--- src/rtl/fwd_hazard_unit_pkg.sv ---
// Shared types and encodings for the forwarding / hazard control block.
// Holds the operand-select codes, the shadow-pipeline entry type and the match helper.
package fwd_hazard_unit_pkg;

  localparam logic [1:0] SRC_REG = 2'b00;
  localparam logic [1:0] SRC_MEM = 2'b01;
  localparam logic [1:0] SRC_WR  = 2'b10;
  localparam logic [1:0] SRC_IMM = 2'b11;

  typedef struct packed {
    logic [4:0] rw;
    logic       regwr;
    logic       memtoreg;
  } shadow_e_t;

  localparam shadow_e_t SHADOW_BUBBLE = '{rw: 5'd0, regwr: 1'b0, memtoreg: 1'b0};

  // True when the entry will write register r. Callers must exclude r0 themselves.
  function automatic logic writes_reg(shadow_e_t e, logic [4:0] r);
    return e.regwr && (e.rw == r);
  endfunction

endpackage

--- src/rtl/fwd_hazard_unit_if.sv ---
// Decode-stage instruction fields presented to the forwarding / hazard unit.
// id_valid qualifies every other field; while the unit raises stall, decode holds these fields unchanged.
interface fwd_hazard_unit_if;
  logic       id_valid;
  logic [4:0] id_rs;
  logic [4:0] id_rt;
  logic       id_use_rs;
  logic       id_use_rt;
  logic       id_use_imm;
  logic [4:0] id_rw;
  logic       id_regwr;
  logic       id_memtoreg;
  logic       id_mult;
  logic       id_rd_mult;

  modport master (
    output id_valid, id_rs, id_rt, id_use_rs, id_use_rt, id_use_imm,
           id_rw, id_regwr, id_memtoreg, id_mult, id_rd_mult
  );

  modport slave (
    input  id_valid, id_rs, id_rt, id_use_rs, id_use_rt, id_use_imm,
           id_rw, id_regwr, id_memtoreg, id_mult, id_rd_mult
  );
endinterface

--- src/rtl/fwd_hazard_unit_fwd_select.sv ---
// Picks the source of one EX operand by comparing a decode register against the EX and MEM shadow entries.
// The newer producer (EX) wins; register 0 never forwards; use_imm forces the immediate.
module fwd_select
  import fwd_hazard_unit_pkg::*;
(
  input  logic [4:0] src,
  input  logic       use_src,
  input  logic       use_imm,
  input  shadow_e_t  ex_e,
  input  shadow_e_t  mem_e,
  output logic [1:0] sel
);

  always_comb begin
    sel = SRC_REG;
    if (use_imm) begin
      sel = SRC_IMM;
    end else if (use_src && (src != 5'd0)) begin
      if (writes_reg(ex_e, src)) begin
        sel = SRC_MEM;
      end else if (writes_reg(mem_e, src)) begin
        sel = SRC_WR;
      end
    end
  end

endmodule

--- src/rtl/fwd_hazard_unit.sv ---
// Forwarding-select and decode-stall generator: shadows the EX/MEM writers, registers next-cycle
// operand selects, and stalls decode on load-use and multiplier-busy hazards.
module fwd_hazard_unit
  import fwd_hazard_unit_pkg::*;
#(
  parameter int MULT_LAT = 4
) (
  input  logic                 clk,
  input  logic                 rst_n,
  fwd_hazard_unit_if.slave     id,
  output logic [1:0]           ALUSrc_A,
  output logic [1:0]           ALUSrc_B,
  output logic                 stall,
  output logic                 ex_bubble,
  output logic                 mult_busy,
  output logic [3:0]           dbg_mcnt
);

  localparam logic [3:0] MULT_LAT_4 = 4'(MULT_LAT);

  shadow_e_t  ex_e;
  shadow_e_t  mem_e;
  logic [3:0] mcnt;
  logic [1:0] sel_a;
  logic [1:0] sel_b;
  logic       load_use;
  logic       mult_hazard;
  logic       issue;

  fwd_select u_sel_a (
    .src     (id.id_rs),
    .use_src (id.id_use_rs),
    .use_imm (1'b0),
    .ex_e    (ex_e),
    .mem_e   (mem_e),
    .sel     (sel_a)
  );

  fwd_select u_sel_b (
    .src     (id.id_rt),
    .use_src (id.id_use_rt),
    .use_imm (id.id_use_imm),
    .ex_e    (ex_e),
    .mem_e   (mem_e),
    .sel     (sel_b)
  );

  // A load in EX cannot forward yet; its data only exists once it reaches MEM.
  always_comb begin
    load_use = 1'b0;
    if (ex_e.memtoreg && ex_e.regwr && (ex_e.rw != 5'd0)) begin
      load_use = (id.id_use_rs && (id.id_rs == ex_e.rw)) ||
                 (id.id_use_rt && !id.id_use_imm && (id.id_rt == ex_e.rw));
    end
  end

  assign mult_busy   = (mcnt != 4'd0);
  assign mult_hazard = mult_busy && (id.id_rd_mult || id.id_mult);
  assign stall       = id.id_valid && (load_use || mult_hazard);
  assign issue       = id.id_valid && !stall;
  assign dbg_mcnt    = mcnt;

  always_ff @(posedge clk or negedge rst_n) begin
    if (!rst_n) begin
      ex_e      <= SHADOW_BUBBLE;
      mem_e     <= SHADOW_BUBBLE;
      mcnt      <= 4'd0;
      ALUSrc_A  <= SRC_REG;
      ALUSrc_B  <= SRC_REG;
      ex_bubble <= 1'b1;
    end else begin
      mem_e <= ex_e;
      if (issue) begin
        ex_e      <= '{rw: id.id_rw, regwr: id.id_regwr, memtoreg: id.id_memtoreg};
        ALUSrc_A  <= sel_a;
        ALUSrc_B  <= sel_b;
        ex_bubble <= 1'b0;
      end else begin
        ex_e      <= SHADOW_BUBBLE;
        ALUSrc_A  <= SRC_REG;
        ALUSrc_B  <= SRC_REG;
        ex_bubble <= 1'b1;
      end
      if (issue && id.id_mult) begin
        mcnt <= MULT_LAT_4;
      end else if (mcnt != 4'd0) begin
        mcnt <= mcnt - 4'd1;
      end
    end
  end

endmodule
--- src/flat_wrapper.sv ---
// flat-port wrapper written by rule: the top's interface ports become plain ports
module fwd_hazard_unit_flat import fwd_hazard_unit_pkg::*;
#(
  parameter int MULT_LAT = 4
)
  (clk, rst_n, ALUSrc_A, ALUSrc_B, stall, ex_bubble, mult_busy, dbg_mcnt, id_id_valid, id_id_rs, id_id_rt, id_id_use_rs, id_id_use_rt, id_id_use_imm, id_id_rw, id_id_regwr, id_id_memtoreg, id_id_mult, id_id_rd_mult);
  fwd_hazard_unit_if id_i ();
  input  logic clk;
  input  logic rst_n;
  output logic [1:0] ALUSrc_A;
  output logic [1:0] ALUSrc_B;
  output logic stall;
  output logic ex_bubble;
  output logic mult_busy;
  output logic [3:0] dbg_mcnt;
  input wire logic [$bits(id_i.id_valid)-1:0] id_id_valid;
  input wire logic [$bits(id_i.id_rs)-1:0] id_id_rs;
  input wire logic [$bits(id_i.id_rt)-1:0] id_id_rt;
  input wire logic [$bits(id_i.id_use_rs)-1:0] id_id_use_rs;
  input wire logic [$bits(id_i.id_use_rt)-1:0] id_id_use_rt;
  input wire logic [$bits(id_i.id_use_imm)-1:0] id_id_use_imm;
  input wire logic [$bits(id_i.id_rw)-1:0] id_id_rw;
  input wire logic [$bits(id_i.id_regwr)-1:0] id_id_regwr;
  input wire logic [$bits(id_i.id_memtoreg)-1:0] id_id_memtoreg;
  input wire logic [$bits(id_i.id_mult)-1:0] id_id_mult;
  input wire logic [$bits(id_i.id_rd_mult)-1:0] id_id_rd_mult;
  assign id_i.id_valid = id_id_valid;
  assign id_i.id_rs = id_id_rs;
  assign id_i.id_rt = id_id_rt;
  assign id_i.id_use_rs = id_id_use_rs;
  assign id_i.id_use_rt = id_id_use_rt;
  assign id_i.id_use_imm = id_id_use_imm;
  assign id_i.id_rw = id_id_rw;
  assign id_i.id_regwr = id_id_regwr;
  assign id_i.id_memtoreg = id_id_memtoreg;
  assign id_i.id_mult = id_id_mult;
  assign id_i.id_rd_mult = id_id_rd_mult;
  fwd_hazard_unit #(.MULT_LAT(MULT_LAT)) u_core (.clk(clk), .rst_n(rst_n), .id(id_i), .ALUSrc_A(ALUSrc_A), .ALUSrc_B(ALUSrc_B), .stall(stall), .ex_bubble(ex_bubble), .mult_busy(mult_busy), .dbg_mcnt(dbg_mcnt));
endmodule
--- config.mk ---
export PLATFORM = sky130hd
export DESIGN_NAME = fwd_hazard_unit_flat
export DESIGN_NICKNAME = d
export VERILOG_FILES = /design/src/rtl/fwd_hazard_unit_pkg.sv /design/src/rtl/fwd_hazard_unit_if.sv /design/src/rtl/fwd_hazard_unit_fwd_select.sv /design/src/rtl/fwd_hazard_unit.sv /design/src/flat_wrapper.sv
export SDC_FILE = /design/constraint.sdc
export NUM_CORES = 1
export LEC_CHECK = 0
export ABC_AREA = 1
export CORE_MARGIN = 3
export CORE_UTILIZATION = 35
export CTS_CLUSTER_SIZE = 40
export DETAILED_ROUTE_END_ITERATION = 8
export MAX_ROUTING_LAYER = met4
export PLACE_DENSITY_LB_ADDON = 0.3
export SYNTH_ARGS = -nofsm -noshare
export SYNTH_HDL_FRONTEND = slang
export SYNTH_SLANG_ARGS = --single-unit
--- constraint.sdc ---
create_clock -name clk -period 2.7 [get_ports clk]
set_input_delay 0.54 -clock clk [delete_from_list [all_inputs] [get_ports clk]]
set_output_delay 0.54 -clock clk [all_outputs]
set_load 0.01 [all_outputs]
==> flow_metrics.env <==
export IMPL_status="finished clean"
export IMPL_diodes=0
export IMPL_cts_buffers=3
export IMPL_holdBufCountCts=0
export IMPL_skew_ns=0.0106
export IMPL_r2r_start="u_core.dbg_mcnt[0]$_DFFE_PN0P_"
export IMPL_grtUsageTotal=0.153
export IMPL_cp_max_fo=3
export IMPL_wirelength_um=2810
export IMPL_dr_pass1_iters=4
export IMPL_syn_area_sq_um=1170
export IMPL_r2r_end="u_core.ALUSrc_B[0]$_DFF_PN0_"
export IMPL_placed_cells=243
export IMPL_grt_overflow_total=0
export IMPL_post_synth_cell_area_avg_sq_um=7.90
export IMPL_cp_endpoint="stall"
export IMPL_postLayoutCoreUtil=0.554
export IMPL_clockBufferDepth=2
export IMPL_drc=0
export IMPL_vias_per_cell=4.63
export IMPL_startpoint="id_id_rs[3]"
export IMPL_reg2reg_slack_ns=1.15
export IMPL_hold_viol=0
export IMPL_layout_commonest_cell="clkdlybuf4s50_1"
export IMPL_grt_max_degree=14
export IMPL_clk_latency_ns=0.32
export IMPL_setup_viol=0
export IMPL_hpwl_um=2330
export IMPL_syn_inst=148
export IMPL_ys_ff_latch=22
export IMPL_timing_final_max_slew_violations=0
export IMPL_drt_iter0_drc=58
export IMPL_power_density_nw_per_um2=606
export IMPL_setup_slack_ns=0.156
export IMPL_nets=231
export IMPL_synth_warnings=0
export IMPL_die_y_um=63.8
export IMPL_cap_violations=0
export IMPL_dieWidth_um=63.8
export IMPL_tightestPinTransition_ns=0.475
export IMPL_ys_seq_area_frac=0.472
export IMPL_final_area_sq_um=1730
export IMPL_relSlewSlack=0.682
export IMPL_post_place_ws_ns=-0.123
export IMPL_crit_arrival_ns=2.00
export IMPL_placementRows=20
export IMPL_hold_path_class="flip-flop to flip-flop"
export IMPL_ant_nets=0
export IMPL_core_area_sq_um=3130
export IMPL_num_vias=1144
export IMPL_required_ns=2.16
export IMPL_syn_nets=175
export IMPL_fin_cells=247
export IMPL_portBuffers=35
export IMPL_period_needed_ns=2.54
export IMPL_grt_first_pass_wirelength_um=4910
export IMPL_cts_setup_buffers=0
export IMPL_start_kind="input pin"
export IMPL_grt_pass1_vias=1150
export IMPL_fmax_mhz=393
export IMPL_layout_common_cells="34 x clkdlybuf4s50_1, 32 x nand2_1, 29 x inv_1, 23 x nor2_1, 21 x dfrtp_1"
export IMPL_rsz0062_at_grt="no"
export IMPL_initial_utilization=0.374
export IMPL_end_kind="output pin"
export IMPL_place_area_sq_um=1700
export IMPL_cts_max_level=1
export IMPL_ctsRootBufferMaster="clkbuf_4"
export IMPL_synth_distinct_cells=18
export IMPL_clkTransAtPathRegs_ns=0.12
export IMPL_num_io_pins=36
export IMPL_reg2reg_depth=8
export IMPL_criticalPathCategory="input pin to output pin"
export IMPL_cts_tree="built"
export IMPL_syn_to_final_growth_pct=48.1
export IMPL_leakage_nw=0.877
export IMPL_grt_antenna_before_repair=0
export IMPL_drive_gt1_frac=0.123
export IMPL_setup_tns_final_ns=0
export IMPL_vdd_drop_max_mv=0.272
export IMPL_cts_sinks=22
export IMPL_dieArea_sq_um=4070
export IMPL_routedWlPerCell_um=11.4
export IMPL_globalplace_congestion=0.937
export IMPL_timing_final_crit_share=0.942
[power by group]
group          switching [W]  total [W]  internal, W
sequential         0.0000542   0.000442     0.000388
clock               0.000105   0.000188    0.0000824
combinational       0.000195   0.000420     0.000225
total               0.000354    0.00105     0.000696
[final cells by class]
cell class | instances | area (sq um)
inverter | 29 | 109
timing repair buffer | 51 | 469
tap | 44 | 55.1
clock buffer | 4 | 36.3
fill | 293 | 1400
multi-input combinational | 97 | 512
sequential | 22 | 552
[cell families (layout without fill, tap and decap cells)]
kind of cell,after synthesis,count (layout),synth area share
XOR/XNOR,13,13,0.0973
AND/OR/NAND/NOR,71,71,0.260
flip-flops,22,22,0.472
AO/OA/AOI/OAI,11,11,0.0567
adder cells (fa/ha/maj),2,2,0.0214
buffers and inverters,29,84,0.0930
[per-stage QoR]
step           hold slack [ns]  total power [W]
2_1_floorplan            0.244         0.000654
3_3_place_gp             0.423         0.000854
3_5_place_dp             0.428         0.000872
4_1_cts                  0.457          0.00105
5_1_grt                  0.475          0.00112
6_report                 0.461          0.00105
[synthesized netlist by cell type]
master	number	area share
nand4_1	9	0.048
o21bai_1	1	0.0064
a21oi_1	1	0.0043
o211ai_1	1	0.0064
nand3_1	2	0.0086
o21ai_0	7	0.030
dfrtp_1	21	0.45
ha_1	2	0.021
nand2_1	32	0.10
nand2_4	1	0.0096
nor2_1	24	0.077
nor2_2	1	0.0054
a21boi_2	1	0.0096
nor3_1	2	0.0086
dfstp_2	1	0.022
xor2_1	3	0.022
inv_1	29	0.093
xnor2_1	10	0.075
[flip-flops by register name, summed over array words and instances (netlist names)]
| register | cells |
|---|---|
| u_core.dbg_mcnt | 4 |
| u_core.mem_e | 6 |
| u_core.ex_e | 7 |
| u_core.ALUSrc_B | 2 |
| u_core.ALUSrc_A | 2 |
| u_core.ex_bubble | 1 |
[worst min path at each step]
stage                     cells after the start                           end  slack [ns]                      from
final                                         0     u_core.mem_e[1]$_DFF_PN0_        0.46  u_core.ex_e[1]$_DFF_PN0_
after global routing                          0     u_core.mem_e[1]$_DFF_PN0_        0.48  u_core.ex_e[1]$_DFF_PN0_
after CTS                                     0     u_core.mem_e[1]$_DFF_PN0_        0.46  u_core.ex_e[1]$_DFF_PN0_
after detailed placement                      0     u_core.mem_e[1]$_DFF_PN0_        0.43  u_core.ex_e[1]$_DFF_PN0_
after global placement                        0     u_core.mem_e[2]$_DFF_PN0_        0.42  u_core.ex_e[2]$_DFF_PN0_
after floorplan                               0  u_core.ALUSrc_A[0]$_DFF_PN0_        0.24                     rst_n
[layer usage]
| layer | share of wire | wire (um) | GRT usage |
|---|---|---|---|
| met1 | 0.43 | 1200 | 0.192 |
| met3 | 0.080 | 224 | 0.0264 |
| met5 | 0 | 0 | - |
| met2 | 0.48 | 1350 | 0.252 |
| met4 | 0.013 | 36 | 0.0485 |
[worst max-delay path, cell delays in order]
cell and delay [ns]:
clkdlybuf4s50_1 0.52, inv_1 0.08, nand2_1 0.06, nand2_1 0.06
nor2_1 0.13, nand4_1 0.11, nand2_1 0.11, a21boi_2 0.07
nor2_1 0.07, dlygate4sd2_1 0.26
[repair_timing]
item	CTS	global route
gates resized for setup	1	1
pin swaps	0	0
setup endpoints to repair	1	1
Note: power is estimated with default switching activity, not from simulation.
